$ cat src/rtl/i2s_pkg.sv
// Shared I2S types, default widths and slot-alignment helper.
// stereo_t is sized by the package defaults; left_align works for any width up to 64.
package i2s_pkg;

    localparam int DW_DEFAULT     = 32;
    localparam int SLOT_W_DEFAULT = 32;

    typedef struct packed {
        logic [DW_DEFAULT-1:0] ch1;
        logic [DW_DEFAULT-1:0] ch0;
    } stereo_t;

    // Moves a right-justified dw-bit sample to the top of a slot_w-bit slot, zero padded.
    function automatic logic [63:0] left_align(input logic [63:0] word, input int dw, input int slot_w);
        return word << (slot_w - dw);
    endfunction

endpackage

$ cat src/rtl/i2s_edge_sync.sv
// Synchroniser plus history flop, emitting one-clk rise/fall strobes.
// level is aligned with the strobes; pin-to-strobe latency is STAGES+1 clk.
module i2s_edge_sync #(
    parameter int STAGES = 2
) (
    input  logic clk,
    input  logic rst,
    input  logic din,
    output logic level,
    output logic rise,
    output logic fall
);

    logic [STAGES-1:0] sync_q;
    logic              hist_q;

    always_ff @(posedge clk) begin
        if (rst) begin
            sync_q <= '0;
            hist_q <= 1'b0;
            rise   <= 1'b0;
            fall   <= 1'b0;
        end else begin
            sync_q <= {sync_q[STAGES-2:0], din};
            hist_q <= sync_q[STAGES-1];
            rise   <= sync_q[STAGES-1] & ~hist_q;
            fall   <= ~sync_q[STAGES-1] & hist_q;
        end
    end

    assign level = hist_q;

endmodule

$ cat src/rtl/i2s_slave_transceiver.sv
// I2S slave (left-justified, MSB first): rx words delivered 1 clk after frame end, valid/ready with overrun flag;
// tx frame taken at frame start via tx_valid/tx_ready, underrun sends zeros. I2S_SLAVE_ERR_CNT_EN adds err_cnt.
module i2s_slave_transceiver
    import i2s_pkg::*;
#(
    parameter int DW          = DW_DEFAULT,
    parameter int SLOT_W      = SLOT_W_DEFAULT,
    parameter int SYNC_STAGES = 2
) (
    input  logic          clk,
    input  logic          rst,
    input  logic          sck_in,
    input  logic          ws_in,
    input  logic          sdin,
    output logic          sdout,
    output logic          rx_valid,
    input  logic          rx_ready,
    output logic [DW-1:0] rx_data1,
    output logic [DW-1:0] rx_data0,
    input  logic          tx_valid,
    output logic          tx_ready,
    input  logic [DW-1:0] tx_data1,
    input  logic [DW-1:0] tx_data0,
    output logic          locked,
`ifdef I2S_SLAVE_ERR_CNT_EN
    output logic [15:0]   err_cnt,
`endif
    output logic          frame_err,
    output logic          overrun,
    output logic          underrun
);

    localparam int CW = $clog2(SLOT_W + 2);

    logic sck_level_unused, ws_level_unused, sd_level;
    logic sck_rise, sck_fall, ws_rise, ws_fall;
    logic sd_rise_unused, sd_fall_unused;

    i2s_edge_sync #(.STAGES(SYNC_STAGES)) u_sck (
        .clk(clk), .rst(rst), .din(sck_in), .level(sck_level_unused), .rise(sck_rise), .fall(sck_fall));
    i2s_edge_sync #(.STAGES(SYNC_STAGES)) u_ws (
        .clk(clk), .rst(rst), .din(ws_in), .level(ws_level_unused), .rise(ws_rise), .fall(ws_fall));
    i2s_edge_sync #(.STAGES(SYNC_STAGES)) u_sd (
        .clk(clk), .rst(rst), .din(sdin), .level(sd_level), .rise(sd_rise_unused), .fall(sd_fall_unused));

    logic [CW-1:0]       bit_cnt;
    logic [DW-1:0]       rx_sr, half1_q, half0_q;
    logic                load_pend;
    logic [2*SLOT_W-1:0] tx_sr, tx_load;
    logic                frame_start, half_bad, fe_evt, ovr_evt, und_evt;

    assign frame_start = ws_fall & sck_fall;
    assign half_bad    = (bit_cnt != CW'(SLOT_W));
    assign fe_evt      = locked & (ws_rise | ws_fall) & half_bad;
    assign ovr_evt     = load_pend & rx_valid & ~rx_ready;
    assign und_evt     = frame_start & locked & ~tx_valid;
    assign tx_ready    = frame_start & tx_valid;
    assign sdout       = tx_sr[2*SLOT_W-1];
    assign tx_load     = {SLOT_W'(left_align(64'(tx_data1), DW, SLOT_W)),
                          SLOT_W'(left_align(64'(tx_data0), DW, SLOT_W))};

    // Receive: halves close on ws edges; the frame is published one clk after ws_fall.
    always_ff @(posedge clk) begin
        if (rst) begin
            bit_cnt   <= '0;
            rx_sr     <= '0;
            half1_q   <= '0;
            half0_q   <= '0;
            load_pend <= 1'b0;
            rx_valid  <= 1'b0;
            rx_data1  <= '0;
            rx_data0  <= '0;
        end else begin
            if (ws_rise) begin
                half1_q <= rx_sr;
                rx_sr   <= '0;
                bit_cnt <= '0;
            end else if (ws_fall) begin
                half0_q <= rx_sr;
                rx_sr   <= '0;
                bit_cnt <= '0;
            end else if (sck_rise) begin
                if (bit_cnt < CW'(DW))
                    rx_sr <= {rx_sr[DW-2:0], sd_level};
                if (bit_cnt != CW'(SLOT_W + 1))
                    bit_cnt <= bit_cnt + 1'b1;
            end
            load_pend <= ws_fall & locked;
            if (load_pend) begin
                rx_data1 <= half1_q;
                rx_data0 <= half0_q;
                rx_valid <= 1'b1;
            end else if (rx_ready) begin
                rx_valid <= 1'b0;
            end
        end
    end

    // Transmit shift register and status flags.
    always_ff @(posedge clk) begin
        if (rst) begin
            tx_sr     <= '0;
            locked    <= 1'b0;
            frame_err <= 1'b0;
            overrun   <= 1'b0;
            underrun  <= 1'b0;
        end else begin
            if (frame_start)
                tx_sr <= tx_valid ? tx_load : '0;
            else if (sck_fall)
                tx_sr <= tx_sr << 1;
            if (frame_start)
                locked <= 1'b1;
            frame_err <= fe_evt;
            if (ovr_evt)
                overrun <= 1'b1;
            if (und_evt)
                underrun <= 1'b1;
        end
    end

`ifdef I2S_SLAVE_ERR_CNT_EN
    logic [16:0] err_sum;

    always_comb begin
        err_sum = 17'(err_cnt) + 17'(fe_evt) + 17'(ovr_evt) + 17'(und_evt);
    end

    always_ff @(posedge clk) begin
        if (rst)
            err_cnt <= '0;
        else
            err_cnt <= err_sum[16] ? 16'hFFFF : err_sum[15:0];
    end
`endif

endmodule
$ cat config.mk
export PLATFORM = sky130hd
export DESIGN_NAME = i2s_slave_transceiver
export DESIGN_NICKNAME = d
export VERILOG_FILES = /design/src/rtl/i2s_pkg.sv /design/src/rtl/i2s_edge_sync.sv /design/src/rtl/i2s_slave_transceiver.sv
export SDC_FILE = /design/constraint.sdc
export NUM_CORES = 1
export LEC_CHECK = 0
export CELL_PAD_IN_SITES_DETAIL_PLACEMENT = 1
export CELL_PAD_IN_SITES_GLOBAL_PLACEMENT = 2
export CORE_MARGIN = 3
export CORE_UTILIZATION = 34
export CTS_BUF_LIST = sky130_fd_sc_hd__clkbuf_4 sky130_fd_sc_hd__clkbuf_8
export DETAILED_ROUTE_END_ITERATION = 8
export MAX_ROUTING_LAYER = met4
export PLACE_DENSITY_LB_ADDON = 0.1
export SYNTH_ARGS = -nofsm -noshare
export SYNTH_HDL_FRONTEND = slang
export SYNTH_SLANG_ARGS = --single-unit
$ cat constraint.sdc
create_clock -name clk -period 1.35 [get_ports clk]
set_input_delay 0.3375 -clock clk [delete_from_list [all_inputs] [get_ports clk]]
set_output_delay 0.3375 -clock clk [all_outputs]
set_load 0.1 [all_outputs]
# ---- Word level (Yosys, flattened, before mapping)
# Cells that the tools add are included.
dict set report totals {
  register_bits 249
  out_inout_bits 71
  wordCells 59
}
dict set report op_classes {
  reduce_logical 6
  order_cmp 1
  eq_ne 2
  addsub 1
  n_mux 5
  bitwise 21
}
# op count
set ops {}
lappend ops {{$mux W64} 3}
lappend ops {{$and A1 B1 Y1} 13}
lappend ops {{$ne A6 B6 Y1 const B} 2}
lappend ops {{$not A1 Y1} 7}
lappend ops {{$add A6 B1 Y6 const B} 1}
lappend ops {{$lt A6 B6 Y1 const B} 1}
lappend ops {{$reduce_and A2 Y1} 3}
lappend ops {{$reduce_bool A2 Y1} 2}
lappend ops {{$reduce_or A3 Y1} 1}
lappend ops {{$mux W1} 2}
lappend ops {{$or A1 B1 Y1} 1}

# ---- Longest topological paths before layout
dict set report depth {
  depth_word 3
  depth_mapped 6
  mapped_depth_nobuf 4
}

# ---- Modules after synthesis
# Synthesis repeated with hierarchy kept, for this count alone.
dict set report hier_totals {
  cells_unflattened 1039
  area_unflattened_um2 9521.6
}
# mod area_per_inst_um2 cells_each instances seq_area_each_um2
set modules_own_cells {}
lappend modules_own_cells {i2s_slave_transceiver 9120.0 1009 1 4724.5}
lappend modules_own_cells {i2s_edge_sync 133.9 10 3 100.1}

# ---- Least setup slack after synthesis
# Ideal clock, no wire load.
dict set report synth_path {
  kind {register to output}
  startpoint {reg u_ws.fall}
  endpoint {out tx_ready}
  path_slack_ps -505
  required_time_ps 1013
  arrival_time_ps 1518
  path_stages_with_launch 5
  cell_sequence {dfxtp_1 -> buf_4 -> buf_4 -> buf_6 -> and3_1}
}
dict set report synth_via {
  elab_chain_len 2
}
# element line
set synth_lines {}
lappend synth_lines {{from (decl)} i2s_edge_sync.sv:11} ;# output logic fall
lappend synth_lines {{from (signal assigned)} i2s_edge_sync.sv:27} ;# fall <= ~sync_q[STAGES-1] & hist_q;
lappend synth_lines {{$and A1 B1 Y1} i2s_slave_transceiver.sv:52} ;# assign frame_start = ws_fall & sck_fall;
lappend synth_lines {{$and A1 B1 Y1} i2s_slave_transceiver.sv:57} ;# assign tx_ready = frame_start & tx_valid;
lappend synth_lines {{to (decl)} i2s_slave_transceiver.sv:21} ;# output logic tx_ready,
# Every way passes these cells.

# ---- Final worst setup path
dict set report layout_path {
  startpoint {reg u_sck.fall}
  endpoint {out tx_ready}
}
dict set report layout_via {
  elab_chain_len 2
}
# element line
set layout_lines {}
lappend layout_lines {{from (decl)} i2s_edge_sync.sv:11}
lappend layout_lines {{from (signal assigned)} i2s_edge_sync.sv:27}
lappend layout_lines {{$and A1 B1 Y1} i2s_slave_transceiver.sv:52}
lappend layout_lines {{$and A1 B1 Y1} i2s_slave_transceiver.sv:57}
# Every way passes these cells.

==> metrics.md <==
| Metric | Value |
|---|---|
| Vias in the first global route | `roughly 7700` |
| Chip Width | `174 um` |
| Nets | `1268` |
| YS warnings | `0` |
| WS Path Type | `flop to output port` |
| Area delta synth->final | `46.9%` |
| Skew-Pair Late Insertion Delay | `0.55 ns` |
| Fin Setup TNS | `-4.79 ns` |
| Hold Slack | `0.182 ns` |
| TritonCTS clock tree | `built` |
| Largest net degree at the start of global routing | `79` |
| Worst EP arrival | `1.28 ns` |
| Post-placement cell count | `~1500` |
| Count of final max-slew check failures | `0` |
| Placeable Area | `0.0273 mm^2` |
| Die Area | `roughly 0.03 mm^2` |
| WP buf/inv | `1` |
| Failing checks | `negative setup slack` |
| Slowest cell on crit path | `dfxtp_4` |
| Number of flops mapped to enable cells by yosys | `0` |
| PortBufs | `141` |
| Post-synth ARST share | `0%` |
| Top_reg_cell synth | `dfxtp_1` |
| Die Height | `174 um` |
| Worst-path clk slew | `0.06 ns` |
| Num ports | `about 140` |
| Mapped Area | `0.00955 mm^2` |
| Net count after synthesis | `1112` |
| CTS H-tree lvls | `2` |
| DR iter-0 viols | `262` |
| Met2 WL | `12600 um` |
| Routed metal-1 wire length | `12200 um` |
| CP cell instances | `and3_4 -> buf_12` |
| Ranking of synthesized cells by area | `dfxtp_1, mux2i_1, nor2_1, nand2_1, a311oi_1` |
| PnR worst setup slack | `-0.270 ns` |
| Count leader, synth | `dfxtp_1` |
| Row count | `60` |
| Routed WL | `26400 um` |
| Cell count after synthesis | `1038` |
| RSZ-0062 raised after global routing | `true` |
| Tightest Pin Transition | `0.405 ns` |
| CTS Sinks | `around 250` |
| Fmax | `617 MHz` |
| Non-Filler Instances | `about 1600` |
| Drt via density | `slightly below 5` |
| Status | `finished, violations left` |
| Setup crit start kind | `flop` |
| Final setup violation count | `between 100 and 150` |
| Share of the synthesized area in the top cell type | `roughly 52%` |
| Fill count | `between 2000 and 3000` |
| Total track usage | `16.1%` |
| Clock root buffer | `clkbuf_8` |
| Data required, critical path | `about 1.0 ns` |
| Initial antenna violation count | `1` |
| Gr ovfl total | `0` |
| Min Tclk post-route | `1.62 ns` |
| Clk_skew | `0.0206 ns` |
| Hold WC Path Type | `primary input to flop` |
| Mapped Avg Cell Area | `9.20 um^2` |
| HPWL after detailed placement | `around 16000 um` |
| Area leader, netlist | `dfxtp_1` |
| Period utilization | `120%` |
| Worst-path fanout max | `2` |
| WL/cell | `~17 um` |
| Crit-path leading delay family | `flip-flops` |
| Routability Congestion | `0.698` |
| Starting Density | `35.0%` |
| Layout cell share with drive strength beyond 1 | `31.7%` |
| Seq/Total Area, Yosys | `52.2%` |
| Final hold violation count | `0` |
| Met3 wire length | `around 1200 um` |
| Via count | `7818` |
| Final Util | `51.5%` |
| Max rail drop VDD | `0.000628 V` |
| Slowest Stage Delay on Critical Path | `around 0.35 ns` |
| TritonCTS Buffers | `43` |
| Design Power | `about 0.015 W` |
| Max Used Layer | `met4` |
| Leakage | `4.77 nW` |
| Most frequent cells after synthesis | `dfxtp_1, nor2_1, nand2_1` |
| #FFs+latches synth | `~250` |
| First-pass GRT wire length | `39900 um` |
| CTS Buffer Depth | `3` |
| Pre-antenna DRT Iters | `4` |
| Synth cell types | `32` |
| Final antenna-violating net count | `0` |
| Worst rel slew slack | `between 70% and 80%` |
| Post-route DRC | `0` |
| CP Capture Type | `output port` |
| Power per cell area | `1080 mW/mm^2` |
| Max-Cap Viols | `0` |
power breakdown:
part	leakage [nW]	internal [W]	switching, W
registers	2.05	0.00737	0.0000322
clock network	0.474	0.00395	0.00302
logic	2.24	0.000376	0.000383
cell families after synthesis:
family / synth area share (%)
muxes: 10.3
DFF: 52.2
adders and majority gates: 0.393
buffers and inverters: 4.89
xor gates and xnor gates: 0.183
and+or+nand+nor: 20.9
AOI/OAI and AO/OA: 11.2
cell usage in the layout, fill, tap and decap left out, types with 2 or more instances in the layout:
cell type | synthesis | layout
nor2_1 | 165 | 165
a211oi_1 | 8 | 6
nand2_2 | 0 | 2
mux2i_1 | 98 | 98
nand2_1 | 136 | 120
buf_4 | 11 | 25
buf_6 | 6 | 4
inv_1 | 4 | 4
nor2_2 | 2 | 2
clkbuf_4 | 0 | 19
nand2b_4 | 0 | 11
buf_16 | 0 | 2
nand2_4 | 0 | 14
ha_1 | 3 | 3
nor2b_4 | 0 | 4
a211oi_2 | 0 | 2
buf_8 | 0 | 3
clkinv_2 | 0 | 4
clkbuf_8 | 0 | 51
nand3_1 | 55 | 52
buf_12 | 0 | 87
clkbuf_16 | 0 | 9
nor2b_1 | 22 | 18
a311oi_2 | 0 | 18
a21oi_1 | 49 | 30
nand3_2 | 0 | 3
clkdlybuf4s50_1 | 0 | 68
xor2_1 | 2 | 2
dfxtp_4 | 0 | 18
dfxtp_1 | 249 | 175
dfxtp_2 | 0 | 56
nand4_1 | 2 | 2
nor3b_1 | 3 | 3
a311oi_1 | 55 | 37
a21oi_2 | 28 | 46
nand2b_1 | 58 | 47
what timing repair did:
item / 4_1_cts / 5_1_grt
setup buffers: 7 / 6
cloned: 0 / 10
pin swaps: 1 / 48
hold buffers: 0 / 0
setup endpoints to repair: 71 / 133
resized for setup: 79 / 111
metrics by stage:
stage | cell area [um^2] | worst slack, ns
after floorplan | 9560 | -0.0552
after global placement | 12200 | 0.0465
after detailed placement | 12200 | 0.0307
after CTS | 13200 | -0.312
after global routing | 14000 | -0.332
final | 14000 | -0.270
worst min-delay path, delay by kind of cell:
kind / cells / cell delay [ns]
buf+inv: 2 / 0.27
compound gates: 1 / 0.05
per-layer routing:
metal,track usage (%),up-vias
met4,4.52,0
met2,26.2,146
met3,3.59,37
li1,-,3844
met5,-,-
met1,20.4,3791
path summary, 6_finish.rpt:
path | end | slack, ns | from | depth (start not counted)
worst max-delay path | tx_ready | -0.27 | u_sck.fall | 2
worst min-delay path | tx_sr[16] | 0.18 | rst | 3
worst max register to register | rx_sr[29] | -0.03 | u_ws.fall | 5
worst min register to register | u_ws.fall | 0.40 | u_ws.sync_q[1] | 1
sequential cells by signal, indices dropped and copies added, names as in the netlist, 2 cells and up:
name,cells
rx_sr,32
half0_q,32
half1_q,32
u_sck.sync_q,2
u_sd.sync_q,2
rx_data1,32
rx_data0,32
u_ws.sync_q,2
tx_sr,64
bit_cnt,6
area by class of cell:
type                    instances  area (um^2)  area share [%]
diodes                          1         2.50          0.0178
clock inverters                 6         36.3           0.259
multi-input cells             697         4560            32.5
flip-flops and latches        249         5120            36.5
inverters                       4         15.0           0.107
repair buffers                199         2990            21.3
well taps                     372          465            3.32
clock buffers                  70          845            6.02
No activity file was read; power rests on OpenSTA's default activity.
